$ cat src/rtl/piarb_asa_wrr_arb.sv
// Weighted round-robin arbiter that merges NREQ requester streams into the
// single write port of the downstream piarb_asa FIFO. An owner keeps the grant
// for weight+1 consecutive entries and loses its turn as soon as it runs dry.

package piarb_asa_pkg;

    // Entry carried from each requester into the FIFO.
    typedef logic [7:0] piarb_asa_meta_type;

endpackage

module piarb_asa_wrr_arb
    import piarb_asa_pkg::*;
#(
    parameter int unsigned NREQ         = 4,
    parameter int unsigned DEPTH_NBITS  = 3,
    parameter int unsigned WEIGHT_NBITS = 2,
    localparam int unsigned PTR_W       = $clog2(NREQ)
) (
    input  logic                           clk_i,
    input  logic                           rst_ni,
    input  logic                           arb_en_i,
    input  logic [NREQ*WEIGHT_NBITS-1:0]   weight_cfg_i,
    input  logic [NREQ-1:0]                req_valid_i,
    input  piarb_asa_meta_type [NREQ-1:0]  req_meta_i,
    output logic [NREQ-1:0]                req_ready_o,
    input  logic [DEPTH_NBITS:0]           fifo_count_i,
    output logic                           fifo_wr_o,
    output piarb_asa_meta_type             fifo_din_o,
    output logic [PTR_W-1:0]               fifo_wr_id_o
);

    typedef enum logic [0:0] {
        StIdle,
        StOwn
    } state_e;

    localparam int unsigned FIFO_DEPTH = 1 << DEPTH_NBITS;
    localparam logic [DEPTH_NBITS+1:0] DEPTH_LIMIT = (DEPTH_NBITS + 2)'(FIFO_DEPTH);
    localparam logic [DEPTH_NBITS:0] FULL_COUNT = (DEPTH_NBITS + 1)'(FIFO_DEPTH);

    state_e                  state_q, state_d;
    logic [PTR_W-1:0]        ptr_q, ptr_d;
    logic [PTR_W-1:0]        last_owner_q, last_owner_d;
    logic [WEIGHT_NBITS-1:0] credit_q, credit_d;

    logic                    fifo_wr_q;
    piarb_asa_meta_type      fifo_din_q;
    logic [PTR_W-1:0]        fifo_wr_id_q;

    logic [DEPTH_NBITS+1:0]  occupancy;
    logic                    space_ok;
    logic                    grant_ok;

    logic                    owner_gone;
    logic                    do_search;
    logic [PTR_W-1:0]        search_base;
    logic [PTR_W-1:0]        cand;
    logic [PTR_W-1:0]        search_idx;
    logic                    search_hit;
    logic [WEIGHT_NBITS-1:0] search_weight;

    logic                    grant;
    logic [PTR_W-1:0]        grant_idx;

    // Space check: the write still in flight is not yet in fifo_count_i.
    always_comb begin
        occupancy = {1'b0, fifo_count_i} + {{(DEPTH_NBITS + 1){1'b0}}, fifo_wr_q};
        space_ok  = occupancy < DEPTH_LIMIT;
        grant_ok  = arb_en_i & space_ok;
    end

    // Round-robin search for the next owner, starting just after the last owner.
    always_comb begin
        owner_gone  = (state_q == StOwn) && !req_valid_i[ptr_q];
        // A forfeiting owner becomes the last owner, so it is searched last.
        search_base = owner_gone ? ptr_q : last_owner_q;
        search_hit  = 1'b0;
        search_idx  = '0;
        cand        = '0;
        for (int k = 1; k <= int'(NREQ); k++) begin
            cand = PTR_W'((int'(search_base) + k) % int'(NREQ));
            if (!search_hit && req_valid_i[cand]) begin
                search_hit = 1'b1;
                search_idx = cand;
            end
        end
        search_weight = weight_cfg_i[search_idx*WEIGHT_NBITS +: WEIGHT_NBITS];
    end

    // Turn FSM: next state, credit bookkeeping and the grant decision.
    always_comb begin
        state_d      = state_q;
        ptr_d        = ptr_q;
        credit_d     = credit_q;
        last_owner_d = last_owner_q;
        grant        = 1'b0;
        grant_idx    = ptr_q;
        do_search    = 1'b0;

        unique case (state_q)
            StIdle: begin
                do_search = 1'b1;
            end
            StOwn: begin
                if (owner_gone) begin
                    // Remaining credit is dropped; the search runs in this same cycle.
                    state_d      = StIdle;
                    last_owner_d = ptr_q;
                    do_search    = 1'b1;
                end else if (grant_ok) begin
                    grant    = 1'b1;
                    credit_d = credit_q - WEIGHT_NBITS'(1);
                    if (credit_q == WEIGHT_NBITS'(1)) begin
                        state_d      = StIdle;
                        last_owner_d = ptr_q;
                    end
                end
            end
            default: begin
                state_d = StIdle;
            end
        endcase

        if (do_search && grant_ok && search_hit) begin
            grant     = 1'b1;
            grant_idx = search_idx;
            ptr_d     = search_idx;
            // Credit counts the grants still owed after this one.
            credit_d  = search_weight;
            if (search_weight != '0) begin
                state_d = StOwn;
            end else begin
                state_d      = StIdle;
                last_owner_d = search_idx;
            end
        end
    end

    // One-hot ready for the granted requester; forced low while in reset.
    always_comb begin
        req_ready_o = '0;
        if (grant && rst_ni) begin
            req_ready_o[grant_idx] = 1'b1;
        end
    end

    // Arbiter state and registered FIFO write strobe / id.
    always_ff @(posedge clk_i or negedge rst_ni) begin
        if (!rst_ni) begin
            state_q      <= StIdle;
            ptr_q        <= '0;
            credit_q     <= '0;
            last_owner_q <= PTR_W'(NREQ - 1);
            fifo_wr_q    <= 1'b0;
            fifo_wr_id_q <= '0;
        end else begin
            state_q      <= state_d;
            ptr_q        <= ptr_d;
            credit_q     <= credit_d;
            last_owner_q <= last_owner_d;
            fifo_wr_q    <= grant;
            if (grant) begin
                fifo_wr_id_q <= grant_idx;
            end
        end
    end

    // Write data register; holds between writes and is not reset.
    always_ff @(posedge clk_i) begin
        if (grant) begin
            fifo_din_q <= req_meta_i[grant_idx];
        end
    end

    assign fifo_wr_o    = fifo_wr_q;
    assign fifo_din_o   = fifo_din_q;
    assign fifo_wr_id_o = fifo_wr_id_q;

`ifndef SYNTHESIS
    // Flag a write landing on an already full FIFO.
    always_ff @(posedge clk_i) begin
        if (rst_ni && fifo_wr_q && (fifo_count_i == FULL_COUNT)) begin
            $error("piarb_asa_wrr_arb: FIFO write while full");
        end
    end
`endif

endmodule

$ cat config.mk
export PLATFORM = sky130hd
export DESIGN_NAME = piarb_asa_wrr_arb
export DESIGN_NICKNAME = d
export VERILOG_FILES = /design/src/rtl/piarb_asa_wrr_arb.sv
export SDC_FILE = /design/constraint.sdc
export NUM_CORES = 1
export LEC_CHECK = 0
export BUFFER_PORTS_ARGS = -buffer_cell sky130_fd_sc_hd__buf_2
export CAP_MARGIN = 5
export CORE_MARGIN = 1
export CORE_UTILIZATION = 25
export CTS_CLUSTER_DIAMETER = 30
export CTS_CLUSTER_SIZE = 28
export DETAILED_ROUTE_END_ITERATION = 10
export GPL_ROUTABILITY_DRIVEN = 0
export GPL_TIMING_DRIVEN = 0
export PLACE_DENSITY_LB_ADDON = 0.15
export SETUP_SLACK_MARGIN = 0.3
export SLEW_MARGIN = 10
export SYNTH_ARGS = -nofsm -noshare
export SYNTH_HDL_FRONTEND = slang
export SYNTH_SLANG_ARGS = --single-unit
export TNS_END_PERCENT = 10
$ cat constraint.sdc
create_clock -name clk_i -period 3.2 [get_ports clk_i]
set_clock_uncertainty 0.2 [all_clocks]
set_input_delay 0.32 -clock clk_i [delete_from_list [all_inputs] [get_ports clk_i]]
set_output_delay 0.32 -clock clk_i [all_outputs]
set_load 0.03 [all_outputs]
# After elaboration in Yosys (flattened, before gate mapping)
# Index checks and enable logic that the tools add are counted.
[totals]
reg_bits = 18
latch_bits = 0
ram_bits = 0
mem_bits_ro = 0
word_cells = 89
memories = 0
[classes]
addsub = 6
multipliers = 0
div = 0
magnitude_cmp = 8
eq_ne = 2
n_shift = 1
mux = 47
bitwise_logic = 2
reduce_logical = 16
[op_table]
columns = ["operator", "n"]
rows = [
  ["$mux 2", 16],
  ["$mux 1", 21],
  ["$lt 2x3->1 const B", 6],
  ["$bmux 8 s2", 1],
  ["$bmux 1 s2", 5],
  ["$logic_and 1x1->1", 8],
  ["$mux 8", 1],
  ["$shiftx 8x4->2", 1],
  ["$reduce_bool 2->1", 3],
  ["$add 4x1->5", 1],
  ["$lt 5x4->1 const B", 1],
  ["$add 2x1->2 const B", 2],
  ["$add 2x2->2 const B", 2],
  ["$logic_not 1->1", 4],
  ["$mux 4", 1],
  ["$reduce_and 3->1", 1],
  ["$demux 1 s2", 1],
  ["$eq 2x1->1 const B", 1],
  ["$ge 2x1->1 const B", 1],
  ["$ne 2x1->1 const B", 1],
  ["$pmux 1 s2", 1],
  ["$sub 2x1->2 const B", 1],
  ["$and 1x1->1", 1],
  ["$not 1->1", 1],
]

# Depth between registers and ports, before layout
# Gate-level depths: netlist (run 1).
[logic_depth]
depth_word = 25
ltp_mapped = 9
ltp_nobuf = 7

# Least setup slack after synthesis (run 1)
# No wires, ideal clock.
[synth_path]
kind = "register to output"
start = "register ptr_q[0]"
end = "output port req_ready_o[0]"
arrival_ns = 2.463
path_slack_ns = 0.217
stages_incl_launch_ff = 9
n_path_buf = 1
path_cell_list = "dfrtp_1 mux2_4 or2_4 a211oi_4 nor2_2 mux2_4 buf_6 or2_1 nor2_1"
[synth_via]
elab_chain_cells = 25
[synth_rtl]
columns = ["element", "line", "text"]
rows = [
  ["start, declared", "43", "logic [PTR_W-1:0] ptr_q, ptr_d;"],
  ["start signal, assigned", "159", "ptr_q <= ptr_d;"],
  ["$bmux 1 s2", "75", "owner_gone = (state_q == StOwn) && !req_valid_i[ptr_q];"],
  ["$mux 1 (implied by the code)", "75", ""],
  ["$logic_not 1->1", "75", ""],
  ["$logic_and 1x1->1", "75", ""],
  ["$mux 2", "77", "search_base = owner_gone ? ptr_q : last_owner_q;"],
  ["$add 2x1->2", "82", "cand = PTR_W'((int'(search_base) + k) % int'(NREQ));"],
  ["$bmux 1 s2", "83", "if (!search_hit && req_valid_i[cand]) begin"],
  ["$mux 1 (implied by the code)", "83", ""],
  ["[9 not listed]", "-", ""],
  ["$mux 1", "83", ""],
  ["$logic_and 1x1->1", "125", "if (do_search && grant_ok && search_hit) begin"],
  ["$mux 2", "-", ""],
  ["$lt 2x3->1 (implied by the code) / $ge 2x1->1 (equally long branches)", "144", "req_ready_o[grant_idx] = 1'b1;"],
  ["$logic_and 1x1->1 (implied by the code)", "144", ""],
  ["$mux 1 (implied by the code)", "144", ""],
  ["$demux 1 s2", "144", ""],
  ["$mux 4 *", "143", "if (grant && rst_ni) begin"],
  ["end, declared", "26", "output logic [NREQ-1:0] req_ready_o,"],
]
# Every way passes the cells marked *; elsewhere a longest branch is shown, timed or not. The select of a mux whose other input is x is not followed.

# Worst setup path after layout (run 1)
[layout_path]
start = "register ptr_q[0]"
end = "output port req_ready_o[1]"
# The elaborated chain is that of the path after synthesis.

==> results of run 1 <==
==> cells by family after synthesis <==
group                      share of synthesized area, %
muxes                                             28.51
and+or+nand+nor                                   13.29
AOI/OAI and AO/OA                                 16.51
DFF                                               36.35
buffers and inverters                             4.427
adders and majority gates                        0.9224
==> state kept, by name, summed over array words and instances, names as in the netlist <==
name and count:
state_q 1, credit_q 2, fifo_wr_id_o 2, fifo_din_o 8, ptr_q 2, last_owner_q 2, fifo_wr_o 1
==> area by class of cell <==
| class | count | area, sq um | area share, % |
|---|---|---|---|
| Multi-Input combinational cell | 98 | 827.0 | 42.98 |
| Sequential cell | 18 | 494.2 | 25.68 |
| Timing Repair Buffer | 74 | 400.4 | 20.81 |
| Tap cell | 70 | 87.58 | 4.551 |
| Buffer | 4 | 47.55 | 2.471 |
| Clock buffer | 3 | 41.29 | 2.146 |
| Inverter | 6 | 22.52 | 1.170 |
| Clock inverter | 1 | 3.754 | 0.1951 |
==> tightest hold or removal path, cell delays in order <==
cell and delay, ns:
sky130_fd_sc_hd__buf_2 0.07, sky130_fd_sc_hd__mux2i_1 0.05, sky130_fd_sc_hd__mux2i_1 0.11
==> metal layers <==
layer  vias up  global-route usage [%]  routed length (um)
met3         4                   2.513                 172
met5         -                       0                   0
met2        35                   22.32                1635
met4         0                   4.321                  36
li1        633                       -                   -
met1       562                   16.32                1556
==> per-stage QoR <==
step | cells | worst slack [ns]
3_5_place_dp | 261 | 0.07006
4_1_cts | 274 | 0.1480
6_report | 274 | 0.1510
5_1_grt | 274 | 0.03867
2_1_floorplan | 126 | 0.2172
3_3_place_gp | 261 | 0.02070
==> synth_stat cells (all sizes together) (2+ instances only) <==
cell type  number  area share, %
edfxtp          8             18
dfstp           2            3.9
mux2            5            4.7
nand3           2           0.74
or2             3            1.6
a211oi          3            3.0
buf             3            2.5
o21ai           5            1.8
a21oi           5            1.8
mux2i          30             22
inv             6            1.7
nand2           8            2.2
o21a            2            1.1
o22ai           2           0.92
dfrtp           8             15
nor2           12            3.5
==> power by group <==
part           switching (mW)  total (mW)  internal (mW)
logic                   0.472       0.929          0.457
clock network          0.0811       0.166         0.0853
registers              0.0465       0.386          0.340
total                   0.600        1.48          0.882
==> worst max-delay path by stage <==
stage / start / end / slack (ns) / cells after the start
CTS: ptr_q[0]$_DFF_PN0_ / req_ready_o[1] / 0.15 / 9
floorplan: ptr_q[0]$_DFF_PN0_ / req_ready_o[0] / 0.22 / 8
detailed placement: ptr_q[0]$_DFF_PN0_ / req_ready_o[0] / 0.07 / 9
finish: ptr_q[0]$_DFF_PN0_ / req_ready_o[1] / 0.15 / 9
global placement: ptr_q[0]$_DFF_PN0_ / req_ready_o[0] / 0.02 / 9
global route: ptr_q[0]$_DFF_PN0_ / req_ready_o[1] / 0.04 / 9
==> timing repair <==
action,4_1_cts,5_1_grt
pin swaps,6,0
hold endpoints to repair,10,0
hold buffers,1,0
gates resized for setup,11,0
setup buffers,8,0
setup endpoints to repair,11,4
==> metrics.yaml, run 1 <==
cts:
  tritoncts: "yes"
  clock_tree.buffer_depth: 2
  htree_num_levels: 1
  clk_latency_ns: 0.25
  clock-sinks: 18
  clockRootBuffer: "sky130_fd_sc_hd__clkbuf_8"
  cts_buffers: 3
  clk_pin_slew_ns: 0.07
die:
  fp.dieH_um: 75.66
  placementRows: 26
  floorplan.io_pins: 66
  die_x_um: 75.66
  placeable_core_region_sq_mm: 0.005172
  design.die.area_sq_mm: 0.005724
  initial_core_utilization_pct: 26.22
worst_setup_path:
  cp_slowest_stage_delay_ns: 0.45
  crit_path_cell_trace: "mux2_4 -> or2_4 -> a211oi_4 -> nor2_4 -> mux2_4 -> buf_12 -> or2_1 -> nor2_1 -> buf_4"
  critical-path-slowest-cell: "sky130_fd_sc_hd__dfrtp_2"
  endpoint_kind: "output port"
  worstRegToRegCells: 8
  start_kind: "flop"
  worst-path-max-fanout: 4
  critPathBufInv: 2
  crit_required_ns: 2.68
  critical-path-top-delay-family: "simple AND/OR/NAND/NOR gates"
  ff2ff_setup_slack_ns: 0.48
  worstReg2RegStart: "ptr_q[0]$_DFF_PN0_"
  timing.setup.critical_path_class: "reg -> out"
  critical-path-top-cell-by-count: "sky130_fd_sc_hd__mux2_4"
  critPathArrivalTime_ns: 2.53
  r2r_end: "last_owner_q[1]$_DFF_PN1_"
cells_and_area:
  layout-area-overhead-vs-synth_pct: 41.88
  mostFrequentLayoutCells: "sky130_fd_sc_hd__buf_2 (63), sky130_fd_sc_hd__mux2i_1 (29), sky130_fd_sc_hd__nor2_1 (10), sky130_fd_sc_hd__buf_4 (10)"
  final_area_sq_mm: 0.001924
  antennaDiodeCount: 0
  post_route_cells_drive_above_1_share_pct: 48.53
  final_core_utilization_pct: 37.20
  final.fill_count: 527
  layout_commonest_cell: "sky130_fd_sc_hd__buf_2"
  finish.net_count: 257
synthesis:
  synthArstFlopShare_pct: 55.56
  postSynth.topFlopCell: "sky130_fd_sc_hd__edfxtp_1"
  synth_sequential_area_ratio_pct: 36.35
  synthesis.nets: 178
  post_synth_inst_count: 126
  synth-edff-count: 8
  netlist_area_sq_mm: 0.001356
  flop_and_latch_count_out_of_synthesis: 18
  number_of_distinct_library_cell_variants_in_the_gate_level_netlist_after_synthesis: 47
  synth_warnings: 0
  postSynthAreaPerCell_sq_um: 10.76
sta:
  post-route-period-util_pct: 95.28
  slew_headroom_pct: 47.01
  rsz0062_at_grt: "yes"
  fin_worst_hold_slack_ns: 0.2245
  setup_viols_final: 0
  final_hold_violation_count: 0
  final.min_clock_period_ns: 3.049
  final_max_slew_viol_count: 0
  totalNegativeSetupSlack_ns: 0
  tightestPinTransition_ns: 0.7863
  max_freq_mhz: 328.0
drt:
  drt_drc_violations_left: 0
  vias: 1234
  drt_iter0_markers: 20
  detail_route.vias_per_cell: 4.504
  detail-route-antenna-nets: 0
  drtPass1Iterations: 4
  drt_wl_total_um: 3401
  wire_per_inst_um: 12.41
global_route:
  grt_pass1_wl_um: 5520
  number_of_antenna_violations_at_the_first_check_in_global_routing: 0
  pin_count_of_the_biggest_net_entering_global_routing: 16
  grt-ovfl-total: 0
  first_global_vias: 1211
  globalRouteTotalUtil_pct: 12.97
placement:
  placed_cell_area_sq_mm: 0.001769
  hpwl_um: 2540
  io_buffers: 65
power:
  vdd_drop_max_mv: 0.4005
  power_per_cell_area_mw_per_mm2: 769.9
  total_power_mw: 1.482
  p_leak_nw: 0.9337
worst_hold_path:
  hp-start: "req_meta_i[6]"
  hold_path.class: "in -> reg"
  worst_hold_endpoint: "fifo_din_o[6]$_DFFE_PP_"
  hold_path_depth: 3
job:
  cap_violations: 0
outcome:
  outcome: "finished, final reports clean"
Note: power is estimated with default switching activity, not from simulation.
==> run 2, diff against run 1 <==
RECOVER_POWER = 25   (was default)
==> run 2 against run 1 <==
  * Sequential share of layout area grew 0.050 points
  * Register-to-register slack is essentially flat
  * Global-route usage is the same
  * Critical path type unchanged
==> metrics.yaml, run 2 (same netlist as run 1, synthesis figures left out) <==
worst_setup_path:
  start_kind: "flop"  # unchanged
  critPathArrivalTime_ns: 2.53  # about the same
  worst-path-max-fanout: 4  # unchanged
  critical_path.startpoint: "ptr_q[0]$_DFF_PN0_"  # unchanged
  crit_required_ns: 2.68  # about the same
  worstReg2RegStart: "ptr_q[0]$_DFF_PN0_"  # unchanged
  r2r_end: "last_owner_q[1]$_DFF_PN1_"  # unchanged
  timing.setup.critical_path_class: "reg -> out"  # unchanged
  worstSetupEndpoint: "req_ready_o[1]"  # unchanged
  ff2ff_setup_slack_ns: 0.48  # about the same
  worstRegToRegCells: 8  # unchanged
  endpoint_kind: "output port"  # unchanged
die:
  placementRows: 26  # unchanged
  initial_core_utilization_pct: 26.22  # unchanged
  floorplan.io_pins: 66  # unchanged
  placeable_core_region_sq_mm: 0.005172  # unchanged
  die_x_um: 75.66  # unchanged
  design.die.area_sq_mm: 0.005724  # unchanged
  fp.dieH_um: 75.66  # unchanged
cts:
  cts_buffers: 3  # unchanged
  clk_pin_slew_ns: 0.07  # about the same
  clockRootBuffer: "sky130_fd_sc_hd__clkbuf_8"  # unchanged
  htree_num_levels: 1  # unchanged
  clock-sinks: 18  # unchanged
  tritoncts: "yes"  # unchanged
  clock_tree.buffer_depth: 2  # unchanged
  clk_latency_ns: 0.25  # about the same
sta:
  rsz0062_at_grt: "yes"  # unchanged
  totalNegativeSetupSlack_ns: 0  # unchanged
  post-route-period-util_pct: 95.28  # about the same
  max_freq_mhz: 328.0  # about the same
  final.min_clock_period_ns: 3.049  # about the same
  final_hold_violation_count: 0  # unchanged
  worst_slack_ns: 0.1510  # about the same
  tightestPinTransition_ns: 0.7863  # unchanged
  final_max_slew_viol_count: 0  # unchanged
  slew_headroom_pct: 47.01  # unchanged
  setup_viols_final: 0  # unchanged
cells_and_area:
  mostFrequentLayoutCells: "sky130_fd_sc_hd__buf_2 (60), sky130_fd_sc_hd__mux2i_1 (29), sky130_fd_sc_hd__nor2_1 (10), sky130_fd_sc_hd__buf_4 (10)"  # was sky130_fd_sc_hd__buf_2 (63), sky130_fd_sc_hd__mux2i_1 (29), sky130_fd_sc_hd__nor2_1 (10), sky130_fd_sc_hd__buf_4 (10)
  antennaDiodeCount: 0  # unchanged
  post_route_cells_drive_above_1_share_pct: 47.06  # was 48.53%
  flip_flop_count_of_the_largest_register_after_layout: 8  # unchanged
  layout-area-overhead-vs-synth_pct: 41.60  # was 41.88%
  layout_commonest_cell: "sky130_fd_sc_hd__buf_2"  # unchanged
  finish.net_count: 257  # unchanged
drt:
  drt_drc_violations_left: 0  # unchanged
  drtPass1Iterations: 4  # unchanged
  vias: 1234  # unchanged
  detail-route-antenna-nets: 0  # unchanged
  detail_route.vias_per_cell: 4.504  # unchanged
  drt_iter0_markers: 20  # unchanged
  wire_per_inst_um: 12.41  # unchanged
  drt_wl_total_um: 3401  # unchanged
outcome:
  outcome: "finished, final reports clean"  # unchanged
global_route:
  first_global_vias: 1211  # unchanged
  number_of_antenna_violations_at_the_first_check_in_global_routing: 0  # unchanged
  globalRouteTotalUtil_pct: 12.97  # unchanged
  grt_pass1_wl_um: 5520  # unchanged
  grt-ovfl-total: 0  # unchanged
  pin_count_of_the_biggest_net_entering_global_routing: 16  # unchanged
placement:
  pre_cts_slack_ns: 0.07006  # unchanged
  io_buffers: 65  # unchanged
  hpwl_um: 2540  # unchanged
job:
  cap_violations: 0  # unchanged
worst_hold_path:
  hold_path.class: "in -> reg"  # unchanged
power:
  power_per_cell_area_mw_per_mm2: 770.7  # was 769.9 mW/mm^2
  vdd_drop_max_mv: 0.4005  # about the same
  p_leak_nw: 0.9255  # was 0.9337 nW
run 2: changes by cell type in the layout (fill, tap and decap cells not counted), sizes merged:
cell,previous run,this run
buf,76,73
clkbuf,4,7
run 2: worst max-delay path, cell delays in order, from the launching register on:
cell,delay [ns]
sky130_fd_sc_hd__dfrtp_2,0.45
sky130_fd_sc_hd__mux2_4,0.31
sky130_fd_sc_hd__or2_4,0.25
sky130_fd_sc_hd__a211oi_4,0.28
sky130_fd_sc_hd__nor2_4,0.07
sky130_fd_sc_hd__mux2_4,0.28
sky130_fd_sc_hd__buf_12,0.13
sky130_fd_sc_hd__or2_1,0.21
sky130_fd_sc_hd__nor2_1,0.11
sky130_fd_sc_hd__buf_4,0.17
run 2: power by group:
| part | total (mW) | internal (mW) | switching (mW) |
|---|---|---|---|
| clock network | 0.166 | 0.0853 | 0.0811 |
| logic | 0.928 | 0.455 | 0.472 |
| registers | 0.386 | 0.340 | 0.0467 |
run 2: how the worst min path moves through the flow:
stage / start / endpoint / slack (ns) / depth (start not counted)
floorplan: rst_ni / credit_q[0]$_DFFE_PN0P_ / -0.18 / 0
global placement: rst_ni / state_q$_DFF_PN0_ / 0.02 / 1
detailed placement: rst_ni / state_q$_DFF_PN0_ / 0.02 / 1
CTS: req_meta_i[6] / fifo_din_o[6]$_DFFE_PP_ / 0.22 / 3
global route: req_meta_i[10] / fifo_din_o[2]$_DFFE_PP_ / 0.25 / 3
finish: req_meta_i[6] / fifo_din_o[6]$_DFFE_PP_ / 0.22 / 3
run 2: cell type report:
| type | instances | area, sq um |
|---|---|---|
| fillers | 526 | 3252 |
| multi-input cells | 98 | 827.0 |
| flip-flops and latches | 18 | 494.2 |
| repair buffers | 74 | 396.6 |
| well taps | 70 | 87.58 |
| plain buffers | 4 | 47.55 |
| clock buffers | 3 | 41.29 |
| inverters | 6 | 22.52 |
| clock inverters | 1 | 3.754 |
run 2: per-layer routing:
layer	share of wire, %	track usage, %	wire length [um]	vias to the layer above
met5	0	0	0	-
met4	1.1	4.321	36	0
met3	5.1	2.513	172	4
met2	48	22.32	1635	35
met1	46	16.32	1556	562
li1	-	-	-	633
run 2: timing repair:
item	in CTS	in global routing
hold endpoints to repair	10	0
resized for setup	11	0
pin swaps	6	0
hold buffers	1	0
setup buffers	8	0
setup endpoints to repair	11	4
run 2: through the flow:
step	hold WS, ns	power, mW	instances	area [sq um]	util (%)
after floorplan	-0.1756	1.026	126	1356	-
after detailed placement	0.01828	1.210	261	1769	34.20
final	0.2245	1.480	274	1921	37.13
after global routing	0.2516	1.584	274	1921	37.13
after global placement	0.01802	1.218	261	1769	34.20
after CTS	0.2248	1.495	274	1924	37.20
